### src/rtl/acc_pkg.sv
`default_nettype none
// ============================================================================
//  Module      : acc_pkg
//  Description : Shared definitions for the accelerator datapath blocks.
//                Holds the kernel geometry, default widths, the weight loader
//                state encoding and a helper that turns a channel count into
//                a weight word count.
//  Revision    : 1.0  - initial release
// ============================================================================
package acc_pkg;

    // Words per re-parameterised 3x3 kernel
    localparam int KERNEL_WORDS = 9;

    // Default widths
    localparam int DATA_W_DEF = 8;
    localparam int ADDR_W_DEF = 20;
    localparam int BUF_AW_DEF = 12;
    localparam int CH_W       = 8;
    localparam int CNT_W      = 12;   // 255*9 = 2295 fits in 12 bits
    localparam int OFF_W      = 20;   // 255*2295 = 585225 fits in 20 bits

    typedef enum logic [2:0] {
        WL_IDLE  = 3'd0,
        WL_CALC  = 3'd1,
        WL_ISSUE = 3'd2,
        WL_DRAIN = 3'd3,
        WL_DONE  = 3'd4
    } wl_state_t;

    // Number of weight words for a given input channel count
    function automatic logic [CNT_W-1:0] word_count(input logic [CH_W-1:0] ch);
        return CNT_W'(ch) * CNT_W'(KERNEL_WORDS);
    endfunction

endpackage
`default_nettype wire

### src/rtl/wl_addr_gen.sv
`default_nettype none
// ============================================================================
//  Module      : wl_addr_gen
//  Description : Read address generator for the weight loader. Latches the
//                weight region base and output channel index at start,
//                computes the per-channel offset with a registered multiply
//                during the calc cycle, and forms
//                mem_addr = base + offset + issue_cnt (modulo 2^ADDR_W).
//  Ports       : clk, rst        - clock, synchronous active-high reset
//                load            - accepted start; captures base / channel
//                wt_base         - weight region base address
//                out_ch_cnt      - current output channel index
//                calc_en         - calc cycle; registers the offset product
//                n_words         - latched word count per output channel
//                issue_cnt       - number of grants so far
//                mem_addr        - read address
//  Revision    : 1.0  - initial release
// ============================================================================
module wl_addr_gen
    import acc_pkg::*;
#(
    parameter int ADDR_W = ADDR_W_DEF
) (
    input  logic                clk,
    input  logic                rst,
    input  logic                load,
    input  logic [ADDR_W-1:0]   wt_base,
    input  logic [CH_W-1:0]     out_ch_cnt,
    input  logic                calc_en,
    input  logic [CNT_W-1:0]    n_words,
    input  logic [CNT_W-1:0]    issue_cnt,
    output logic [ADDR_W-1:0]   mem_addr
);

    logic [ADDR_W-1:0] r_base;
    logic [CH_W-1:0]   r_ch;
    logic [OFF_W-1:0]  r_offset;

    always_ff @(posedge clk) begin
        if (rst) begin
            r_base   <= '0;
            r_ch     <= '0;
            r_offset <= '0;
        end else begin
            if (load) begin
                r_base <= wt_base;
                r_ch   <= out_ch_cnt;
            end
            // Multiply takes its own cycle so it stays off the address path
            if (calc_en) begin
                r_offset <= OFF_W'(r_ch) * OFF_W'(n_words);
            end
        end
    end

    // Sum truncates to ADDR_W, so addresses wrap at the top of memory
    assign mem_addr = r_base + ADDR_W'(r_offset) + ADDR_W'(issue_cnt);

endmodule
`default_nettype wire

### src/rtl/weight_loader.sv
`default_nettype none
// ============================================================================
//  Module      : weight_loader
//  Description : Fetches the 3x3 kernels of the current output channel
//                (in_ch*9 words) from weight memory over a request/grant
//                read port and writes them into the local weight buffer.
//                Pulses weight_done when the last word has been written.
//  Ports       : clk, rst                  - clock, sync active-high reset
//                in_ch, out_ch_cnt, wt_base - transfer setup, sampled at start
//                weight_start / weight_done - handshake with the main FSM
//                busy                      - transfer in progress
//                mem_req/addr/gnt          - read request channel
//                mem_rvalid/rdata          - in-order read return channel
//                wbuf_we/addr/wdata        - weight buffer write port
//                chksum                    - (WLOAD_CHKSUM_EN only) 16-bit
//                                            sum of the received words
//  Options     : define WLOAD_CHKSUM_EN to add the checksum output
//  Revision    : 1.0  - initial release
// ============================================================================
module weight_loader
    import acc_pkg::*;
#(
    parameter int DATA_W = DATA_W_DEF,
    parameter int ADDR_W = ADDR_W_DEF,
    parameter int BUF_AW = BUF_AW_DEF
) (
    input  logic                clk,
    input  logic                rst,
    input  logic [CH_W-1:0]     in_ch,
    input  logic [CH_W-1:0]     out_ch_cnt,
    input  logic [ADDR_W-1:0]   wt_base,
    input  logic                weight_start,
    output logic                weight_done,
    output logic                busy,
    output logic                mem_req,
    output logic [ADDR_W-1:0]   mem_addr,
    input  logic                mem_gnt,
    input  logic                mem_rvalid,
    input  logic [DATA_W-1:0]   mem_rdata,
    output logic                wbuf_we,
    output logic [BUF_AW-1:0]   wbuf_addr,
    output logic [DATA_W-1:0]   wbuf_wdata
`ifdef WLOAD_CHKSUM_EN
    ,
    output logic [15:0]         chksum
`endif
);

    wl_state_t        r_state;
    logic [CNT_W-1:0] r_n;
    logic [CNT_W-1:0] r_issue_cnt;
    logic [CNT_W-1:0] r_recv_cnt;
    logic             r_busy;
    logic             r_done;
    logic             r_mem_req;

    logic             w_start;
    logic             w_gnt;
    logic             w_rx;
    logic             w_last_issue;
    logic             w_last_rx;

    assign w_start      = weight_start && (r_state == WL_IDLE);
    // Grants only count while a request is actually outstanding
    assign w_gnt        = r_mem_req && mem_gnt;
    assign w_rx         = mem_rvalid && (r_state != WL_IDLE);
    assign w_last_issue = (r_issue_cnt == r_n - CNT_W'(1));
    assign w_last_rx    = w_rx && (r_recv_cnt == r_n - CNT_W'(1));

    always_ff @(posedge clk) begin
        if (rst) begin
            r_state     <= WL_IDLE;
            r_n         <= '0;
            r_issue_cnt <= '0;
            r_recv_cnt  <= '0;
            r_busy      <= 1'b0;
            r_done      <= 1'b0;
            r_mem_req   <= 1'b0;
        end else begin
            r_done <= 1'b0;

            case (r_state)
                WL_IDLE: begin
                    if (w_start) begin
                        r_n         <= word_count(in_ch);
                        r_issue_cnt <= '0;
                        r_recv_cnt  <= '0;
                        r_busy      <= 1'b1;
                        if (in_ch == '0) begin
                            r_state <= WL_DONE;
                            r_done  <= 1'b1;
                        end else begin
                            r_state <= WL_CALC;
                        end
                    end
                end

                WL_CALC: begin
                    r_state   <= WL_ISSUE;
                    r_mem_req <= 1'b1;
                end

                WL_ISSUE: begin
                    // Final grant and final return may land together
                    if (w_last_rx) begin
                        r_state   <= WL_DONE;
                        r_done    <= 1'b1;
                        r_mem_req <= 1'b0;
                    end else if (w_gnt && w_last_issue) begin
                        r_state   <= WL_DRAIN;
                        r_mem_req <= 1'b0;
                    end
                end

                WL_DRAIN: begin
                    if (w_last_rx) begin
                        r_state <= WL_DONE;
                        r_done  <= 1'b1;
                    end
                end

                WL_DONE: begin
                    r_state <= WL_IDLE;
                    r_busy  <= 1'b0;
                end

                default: begin
                    r_state   <= WL_IDLE;
                    r_busy    <= 1'b0;
                    r_mem_req <= 1'b0;
                end
            endcase

            // Grant and return paths advance independently
            if (w_gnt) begin
                r_issue_cnt <= r_issue_cnt + CNT_W'(1);
            end
            if (w_rx) begin
                r_recv_cnt <= r_recv_cnt + CNT_W'(1);
            end
        end
    end

    wl_addr_gen #(
        .ADDR_W     (ADDR_W)
    ) u_addr_gen (
        .clk        (clk),
        .rst        (rst),
        .load       (w_start),
        .wt_base    (wt_base),
        .out_ch_cnt (out_ch_cnt),
        .calc_en    (r_state == WL_CALC),
        .n_words    (r_n),
        .issue_cnt  (r_issue_cnt),
        .mem_addr   (mem_addr)
    );

    assign weight_done = r_done;
    assign busy        = r_busy;
    assign mem_req     = r_mem_req;
    assign wbuf_we     = w_rx;
    assign wbuf_addr   = BUF_AW'(r_recv_cnt);
    // Gated so the buffer write bus stays quiet outside real writes
    assign wbuf_wdata  = w_rx ? mem_rdata : '0;

`ifdef WLOAD_CHKSUM_EN
    logic [15:0] r_chksum;

    always_ff @(posedge clk) begin
        if (rst) begin
            r_chksum <= '0;
        end else if (w_start) begin
            r_chksum <= '0;
        end else if (w_rx) begin
            r_chksum <= r_chksum + 16'(mem_rdata);
        end
    end

    assign chksum = r_chksum;
`endif

endmodule
`default_nettype wire
### config.mk
export PLATFORM = sky130hd
export DESIGN_NAME = weight_loader
export DESIGN_NICKNAME = d
export VERILOG_FILES = /design/src/rtl/acc_pkg.sv /design/src/rtl/wl_addr_gen.sv /design/src/rtl/weight_loader.sv
export SDC_FILE = /design/constraint.sdc
export NUM_CORES = 1
export LEC_CHECK = 0
export BUFFER_PORTS_ARGS = -buffer_cell sky130_fd_sc_hd__buf_2
export CAP_MARGIN = 5
export CORE_UTILIZATION = 45
export CTS_BUF_LIST = sky130_fd_sc_hd__clkbuf_4 sky130_fd_sc_hd__clkbuf_8
export DETAILED_ROUTE_END_ITERATION = 10
export GPL_TIMING_DRIVEN = 0
export REMOVE_ABC_BUFFERS = 1
export SYNTH_ARGS = -nofsm -noshare
export SYNTH_HDL_FRONTEND = slang
export SYNTH_HIERARCHICAL = 1
export SYNTH_SLANG_ARGS = --single-unit
### constraint.sdc
create_clock -name clk -period 11.6 [get_ports clk]
set_input_delay 0.58 -clock clk [delete_from_list [all_inputs] [get_ports clk]]
set_output_delay 0.58 -clock clk [all_outputs]
set_load 0.02 [all_outputs]
# [Yosys cells after proc, flatten, opt, wreduce, memory -nomap -nowiden]
# Index checks and enable logic that the tools add are counted.
[op_classes] reduce_logical=21 n_eq_ne=9 bitwise_logic=2 n_mux=20 addsub=5 mul=2
[op_table] operator="$mux W12" n=4
[op_table] operator="$add A12 B1 Y12 const B" n=2
[op_table] operator="$eq A12 B12 Y1" n=2
[op_table] operator="$add A20 B12 Y20" n=1
[op_table] operator="$add A20 B20 Y20" n=1
[op_table] operator="$mul A8 B12 Y20" n=1
[op_table] operator="$mux W3" n=5
[op_table] operator="$mul A8 B4 Y12 const B" n=1
[op_table] operator="$pmux W3 S4" n=1
[op_table] operator="$sub A12 B1 Y12 const B" n=1
[op_table] operator="$reduce_and A2 Y1" n=5
[op_table] operator="$logic_not A8 Y1" n=1
[op_table] operator="$mux W8" n=1
[op_table] operator="$reduce_bool A2 Y1" n=4
[op_table] operator="$eq A3 B2 Y1 const B" n=2
[op_table] operator="$mux W1" n=6
[op_table] operator="$reduce_or A3 Y1" n=2
[op_table] operator="$logic_and A1 B1 Y1" n=5
[op_table] operator="$pmux W1 S2" n=2
[op_table] operator="$eq A3 B1 Y1 const B" n=1
[op_table] operator="$eq A3 B3 Y1 const B" n=1
[op_table] operator="$logic_not A3 Y1" n=1
[op_table] operator="$ne A3 B3 Y1 const B" n=1
[op_table] operator="$pmux W1 S3" n=1
[op_table] operator="6 further kinds" n=7
[totals] output_inout_bits=44 inputBits=49 regBits=90

# [Logic depth before layout (Yosys ltp)]
[logic_depth] ltp_word=6 ltp_mapped=17 mapped_depth_nobuf=16

# [Cells and area by module]
# Netlist, hierarchy kept.
[modules_own_cells] mod="wl_addr_gen" area_each_um2=6047.0 seq_area_each_um2=960.9 instances=1 cells_per_inst=676
[modules_own_cells] mod="weight_loader" area_each_um2=2966.6 seq_area_each_um2=840.8 instances=1 cells_per_inst=389

# [Worst setup path before layout]
# No wires, ideal clock.
[synth_timing] kind="flip-flop to flip-flop" start="reg u_addr_gen.r_ch[2]" end="reg u_addr_gen.r_offset[14]" n_path_buf=1 setup_ns=0.095 stages_incl_launch_ff=17 slack_ns=7.228 arrival_time_ns=4.277 required_time_ns=11.505 period_less_slack_ns=4.372 cell_sequence="dfxtp_1 -> clkbuf_1 -> nand2_1 -> fa_1 -> fa_1 -> inv_1 -> fa_1 -> inv_1 -> fa_1 -> inv_1 -> ha_1 -> nor2_1 -> o21ai_0 -> o21ai_2 -> o211a_4 -> or4b_1 -> o311ai_1"
[synth_between] elab_chain_len=1
[synth_lines] element="start: declaration" line_no="wl_addr_gen.sv:36" rtl="logic [CH_W-1:0] r_ch;"
[synth_lines] element="start signal: assignment" line_no="wl_addr_gen.sv:47" rtl="r_ch <= out_ch_cnt;"
[synth_lines] element="$mul A8 B12 Y20" line_no="wl_addr_gen.sv:51" rtl="r_offset <= OFF_W'(r_ch) * OFF_W'(n_words);"
[synth_lines] element="end signal: assignment" line_no="wl_addr_gen.sv:51"
[synth_lines] element="end: declaration" line_no="wl_addr_gen.sv:37" rtl="logic [OFF_W-1:0] r_offset;"
# No other way between the ends.
# A chain may end at the register's enable or synchronous reset.

# [Worst setup path in the final report]
[layout_timing] start="reg r_n[4]" end="reg u_addr_gen.r_offset[14]"
[layout_between] elab_chain_len=1
[layout_lines] element="start: declaration" line_no="weight_loader.sv:50" rtl="logic [CNT_W-1:0] r_n;"
[layout_lines] element="start signal: assignment" line_no="weight_loader.sv:85" rtl="r_n <= word_count(in_ch);"
[layout_lines] element="$mul A8 B12 Y20" line_no="wl_addr_gen.sv:51"
# No other way between the ends.

==> tab_implementation.tex <==
\begin{tabular}{lr}
\hline
Metric & Value \\
\hline
\multicolumn{2}{l}{\textbf{Route}} \\
\quad Average routed wire per standard cell & 14.7 µm \\
\quad Violation count after the first detailed-route iteration & about 270 \\
\quad Vias per cell & between 5 and 6 \\
\quad Total length of routed wires & 20500 µm \\
\quad Via count of the routed design & around 7300 \\
\quad TritonRoute pass-1 iters & 5 \\
\quad Routed Antenna Nets & 0 \\
\quad DRC violations left & 0 \\
\multicolumn{2}{l}{\textbf{Timing}} \\
\quad Worst-margin pin slew & 1.02 ns \\
\quad Number of setup violations in the final report & 0 \\
\quad Post-layout min period & 5.00 ns \\
\quad PnR worst setup slack & about 6.6 ns \\
\quad Total negative slack for setup checks & 0 ns \\
\quad Number of hold-slack violations in the final timing report & 0 \\
\quad Worst clock skew & $\sim$0.014 ns \\
\quad Fin. max-slew vios & 0 \\
\quad Setup repair after global routing missed its margin & no \\
\quad Max-Slew Margin vs Limit & 0.314 \\
\quad Top achievable clock speed & around 0.20 GHz \\
\quad Worst hold margin & 0.426 ns \\
\quad Share of the clock period used by the worst path & 0.431 \\
\multicolumn{2}{l}{\textbf{Floorplan}} \\
\quad Die area & a little over 20000 µm² \\
\quad Core area & about 20000 µm² \\
\quad Starting Density & 0.462 \\
\quad FP Rows & between 50 and 60 \\
\quad Num ports & 93 \\
\quad X dimension of the die & about 140 µm \\
\quad Vertical extent of the die & around 140 µm \\
\multicolumn{2}{l}{\textbf{Logic synthesis}} \\
\quad Number of flops mapped to enable cells by yosys & 0 \\
\quad Post-synthesis instance total & around 1100 \\
\quad Cell types occupying the most area after synthesis & sky130\_fd\_sc\_hd\_\_dfxtp\_1 20\%, sky130\_fd\_sc\_hd\_\_fa\_1 16\%, sky130\_fd\_sc\_hd\_\_ha\_1 11\% \\
\quad Number of distinct library cells after synthesis & 74 \\
\quad Dominant cell type by area after synthesis & sky130\_fd\_sc\_hd\_\_dfxtp\_1 \\
\quad Sequential fraction of the synthesis area & 0.200 \\
\quad Share of synthesized registers carrying an async set or reset & 0 \\
\quad Total of flip-flops plus latches after synthesis & 90 \\
\quad Netlist area before placement & roughly 9000 µm² \\
\quad Yosys warns & 6 \\
\quad Most used flip-flop cell after synthesis & sky130\_fd\_sc\_hd\_\_dfxtp\_1 \\
\quad Share of the synthesized area in the top cell type & 0.200 \\
\quad Avg Synthesized Cell Area & $\sim$8.5 µm² \\
\multicolumn{2}{l}{\textbf{Power and ir drop}} \\
\quad Power share of the combinational group & 0.309 \\
\quad Seq pwr share & 0.435 \\
\quad Static leakage & 4.71 nW \\
\quad Total power & 0.834 mW \\
\quad Internal & roughly 0.53 mW \\
\quad Peak VDD IR & 0.0725 mV \\
\quad Switching portion of total power & 0.367 \\
\quad Clk network pwr share & 0.255 \\
\quad Cell area power density & 84.5 nW/µm² \\
\quad Net Switching & 0.306 mW \\
\multicolumn{2}{l}{\textbf{Global routing}} \\
\quad Combined global-route utilization of all metal layers & 0.210 \\
\quad Met3 global-route usage & 0.0280 \\
\quad Maximum number of pins on one net before global-route repair & between 50 and 60 \\
\quad Met2 usage in global routing & 0.340 \\
\quad Via count of the first global-routing pass & roughly 7000 \\
\quad Overflow left after global routing & 0 \\
\quad Met1 capacity usage during global routing & 0.294 \\
\quad Wire length of the first global-routing pass & between 30000 and 40000 µm \\
\quad Number of antenna violations at the first check in global routing & 0 \\
\quad Layer with the highest usage after global routing & met2 \\
\multicolumn{2}{l}{\textbf{Placement}} \\
\quad Final RePlAce weighted congestion & 0.810 \\
\quad Worst-case setup slack after placement & between 6 and 7 ns \\
\quad PortBufs & 92 \\
\quad Half-perimeter wire length of the detailed placement result & 15600 µm \\
\multicolumn{2}{l}{\textbf{Finish}} \\
\quad Filler cells & approximately 2000 \\
\quad Leading cell types in the layout, fill and taps excluded & 100 x sky130\_fd\_sc\_hd\_\_nor2\_1, 97 x sky130\_fd\_sc\_hd\_\_inv\_1, 91 x sky130\_fd\_sc\_hd\_\_buf\_2 \\
\quad Most common library cell in the layout ignoring fill and taps & sky130\_fd\_sc\_hd\_\_nor2\_1 \\
\quad Antenna cell count & 0 \\
\quad Layout Area Growth over Synthesis & 9.55\% \\
\quad Fraction of layout instances using a drive strength above 1 & 0.121 \\
\quad Net total in the final layout & between 1000 and 1500 \\
\multicolumn{2}{l}{\textbf{Worst setup path}} \\
\quad Most common cell type on the critical path & sky130\_fd\_sc\_hd\_\_fa\_1 \\
\quad WP data required & 11.88 ns \\
\quad Slowest cell on the critical path & sky130\_fd\_sc\_hd\_\_dfxtp\_1 \\
\quad Crit path cell chain & nand2\_1 > fa\_1 > fa\_1 > inv\_1 > fa\_1 > inv\_1 > fa\_1 > inv\_1 > ha\_1 > nor2\_1 > o21ai\_0 > o21ai\_2 > o211a\_4 > or4b\_1 > o311ai\_1 \\
\quad Slowest cell delay on critical path & 0.91 ns \\
\quad Sort of element at the start of the critical path & register \\
\quad Buffering stage count on the worst path with inverters included & 3 \\
\quad WS Path Type & register to register \\
\quad Critical Path Sink Type & register \\
\quad Largest delay contributor family on the critical path & adder cells \\
\quad Crit Path Max Fanout & 23 \\
\quad WP data arrival & 5.28 ns \\
\multicolumn{2}{l}{\textbf{CTS}} \\
\quad Post-cts repair resize count & 0 \\
\quad Count of hold buffers inserted by post-cts repair & 0 \\
\quad Clock latency of the later-clocked register in the worst-skew pair & 0.38 ns \\
\quad Sink count of the clock tree & 90 \\
\quad Clock tree from TritonCTS & done \\
\quad CTS Root Buffer Type & sky130\_fd\_sc\_hd\_\_clkbuf\_8 \\
\quad Number of buffers inserted by post-CTS setup repair & 0 \\
\quad Inserted Clock Buffers & 9 \\
\quad Clock-pin slew of the registers on the worst-case setup and hold paths & approximately 0.090 ns \\
\quad Deepest level of the CTS H-tree & 3 \\
\quad Maximum clock insertion buffer count & 2 \\
\multicolumn{2}{l}{\textbf{Run}} \\
\quad Max capacitance violation total & 0 \\
\multicolumn{2}{l}{\textbf{Status}} \\
\quad Run status & finished, final reports clean \\
\multicolumn{2}{l}{\textbf{Min path}} \\
\quad Type of the tightest min-delay check & input pin to register \\
\hline
\end{tabular}
## per-stage QoR
stage | util | instances | instance area, µm²
after global routing | 0.506 | 1394 | 9870
after global placement | 0.492 | 1373 | 9600
after detailed placement | 0.496 | 1377 | 9680
final | 0.506 | 1394 | 9870
after CTS | 0.505 | 1393 | 9870
after floorplan | - | 1016 | 8810
## cell type report
| cell class | count | area, µm² | area share |
|---|---|---|---|
| clock buffers | 12 | 159 | 0.0161 |
| flip-flops and latches | 90 | 1800 | 0.182 |
| repair buffers | 97 | 538 | 0.0545 |
| clock inverters | 4 | 33.8 | 0.00342 |
| inverters | 98 | 368 | 0.0373 |
| multi-input cells | 828 | 6640 | 0.673 |
| well taps | 265 | 332 | 0.0336 |
## logic make-up after synthesis
family | after synthesis | share of synthesized area
simple gates | 394 | 0.227
compound gates | 180 | 0.132
fa+ha+maj | 152 | 0.273
buf+inv | 147 | 0.0637
flops | 90 | 0.200
xor+xnor | 61 | 0.0593
mux | 41 | 0.0464
## worst paths after layout
kind / depth (start not counted) / to / slack [ns] / startpoint
max reg2reg: 15 / u_addr_gen/r_offset[14] / 6.60 / r_n[4]
min reg2reg: 2 / u_addr_gen/r_offset[0] / 0.48 / u_addr_gen/r_offset[0]
min: 3 / u_addr_gen/r_base[5] / 0.43 / wt_base[5]
max: 15 / u_addr_gen/r_offset[14] / 6.60 / r_n[4]
## registers in the layout (all words and copies together), names as in the netlist
name	count
busy	1
mem_req	1
r_issue_cnt	12
r_n	12
r_state	3
u_addr_gen/r_base	20
u_addr_gen/r_ch	8
u_addr_gen/r_offset	20
wbuf_addr	12
weight_done	1
## power by group through the flow
stage | registers [mW] | clock network [mW] | logic [mW]
2_1_floorplan | 0.355 | 0 | 0.190
4_1_cts | 0.363 | 0.224 | 0.260
5_1_grt | 0.367 | 0.235 | 0.291
6_report | 0.363 | 0.213 | 0.258
3_3_place_gp | 0.370 | 0 | 0.256
3_5_place_dp | 0.370 | 0 | 0.259
## worst min-delay path: stages
cell and delay (ns):
sky130_fd_sc_hd__buf_2 0.07, sky130_fd_sc_hd__mux2i_1 0.05, sky130_fd_sc_hd__nor2_1 0.07
## synthesized netlist by cell type (3+ instances only)
cell                        count
sky130_fd_sc_hd__a211oi_1      12
sky130_fd_sc_hd__a21boi_0       3
sky130_fd_sc_hd__a21o_1         6
sky130_fd_sc_hd__a21oi_1       68
sky130_fd_sc_hd__a31oi_1        7
sky130_fd_sc_hd__and2_1        86
sky130_fd_sc_hd__and3_1        15
sky130_fd_sc_hd__buf_1          4
sky130_fd_sc_hd__buf_2          6
sky130_fd_sc_hd__clkbuf_1      37
sky130_fd_sc_hd__dfxtp_1       90
sky130_fd_sc_hd__fa_1          74
sky130_fd_sc_hd__ha_1          78
sky130_fd_sc_hd__inv_1         98
sky130_fd_sc_hd__mux2_2         5
sky130_fd_sc_hd__mux2i_1       35
sky130_fd_sc_hd__nand2_1       85
sky130_fd_sc_hd__nand2b_1      15
sky130_fd_sc_hd__nand3_1       22
sky130_fd_sc_hd__nand3b_1       6
sky130_fd_sc_hd__nand4_1        6
sky130_fd_sc_hd__nor2_1       100
sky130_fd_sc_hd__nor2b_1       11
sky130_fd_sc_hd__nor3_1        10
sky130_fd_sc_hd__nor3b_1        7
sky130_fd_sc_hd__nor4_1         7
sky130_fd_sc_hd__o2111ai_1      3
sky130_fd_sc_hd__o211ai_1       9
sky130_fd_sc_hd__o21a_1         7
sky130_fd_sc_hd__o21ai_0       24
sky130_fd_sc_hd__o21ai_1        3
sky130_fd_sc_hd__o21bai_1       4
sky130_fd_sc_hd__o22ai_1        6
sky130_fd_sc_hd__o31ai_1        3
sky130_fd_sc_hd__or4_1          6
sky130_fd_sc_hd__xnor2_1       36
sky130_fd_sc_hd__xor2_1        25
## per-layer routing
| metal | share of wire | vias up |
|---|---|---|
| met5 | 0 | - |
| met2 | 0.44 | 148 |
| met3 | 0.040 | 24 |
| met4 | 0.014 | 0 |
| li1 | - | 3713 |
| met1 | 0.51 | 3402 |
No activity file was read; power rests on OpenSTA's default activity.
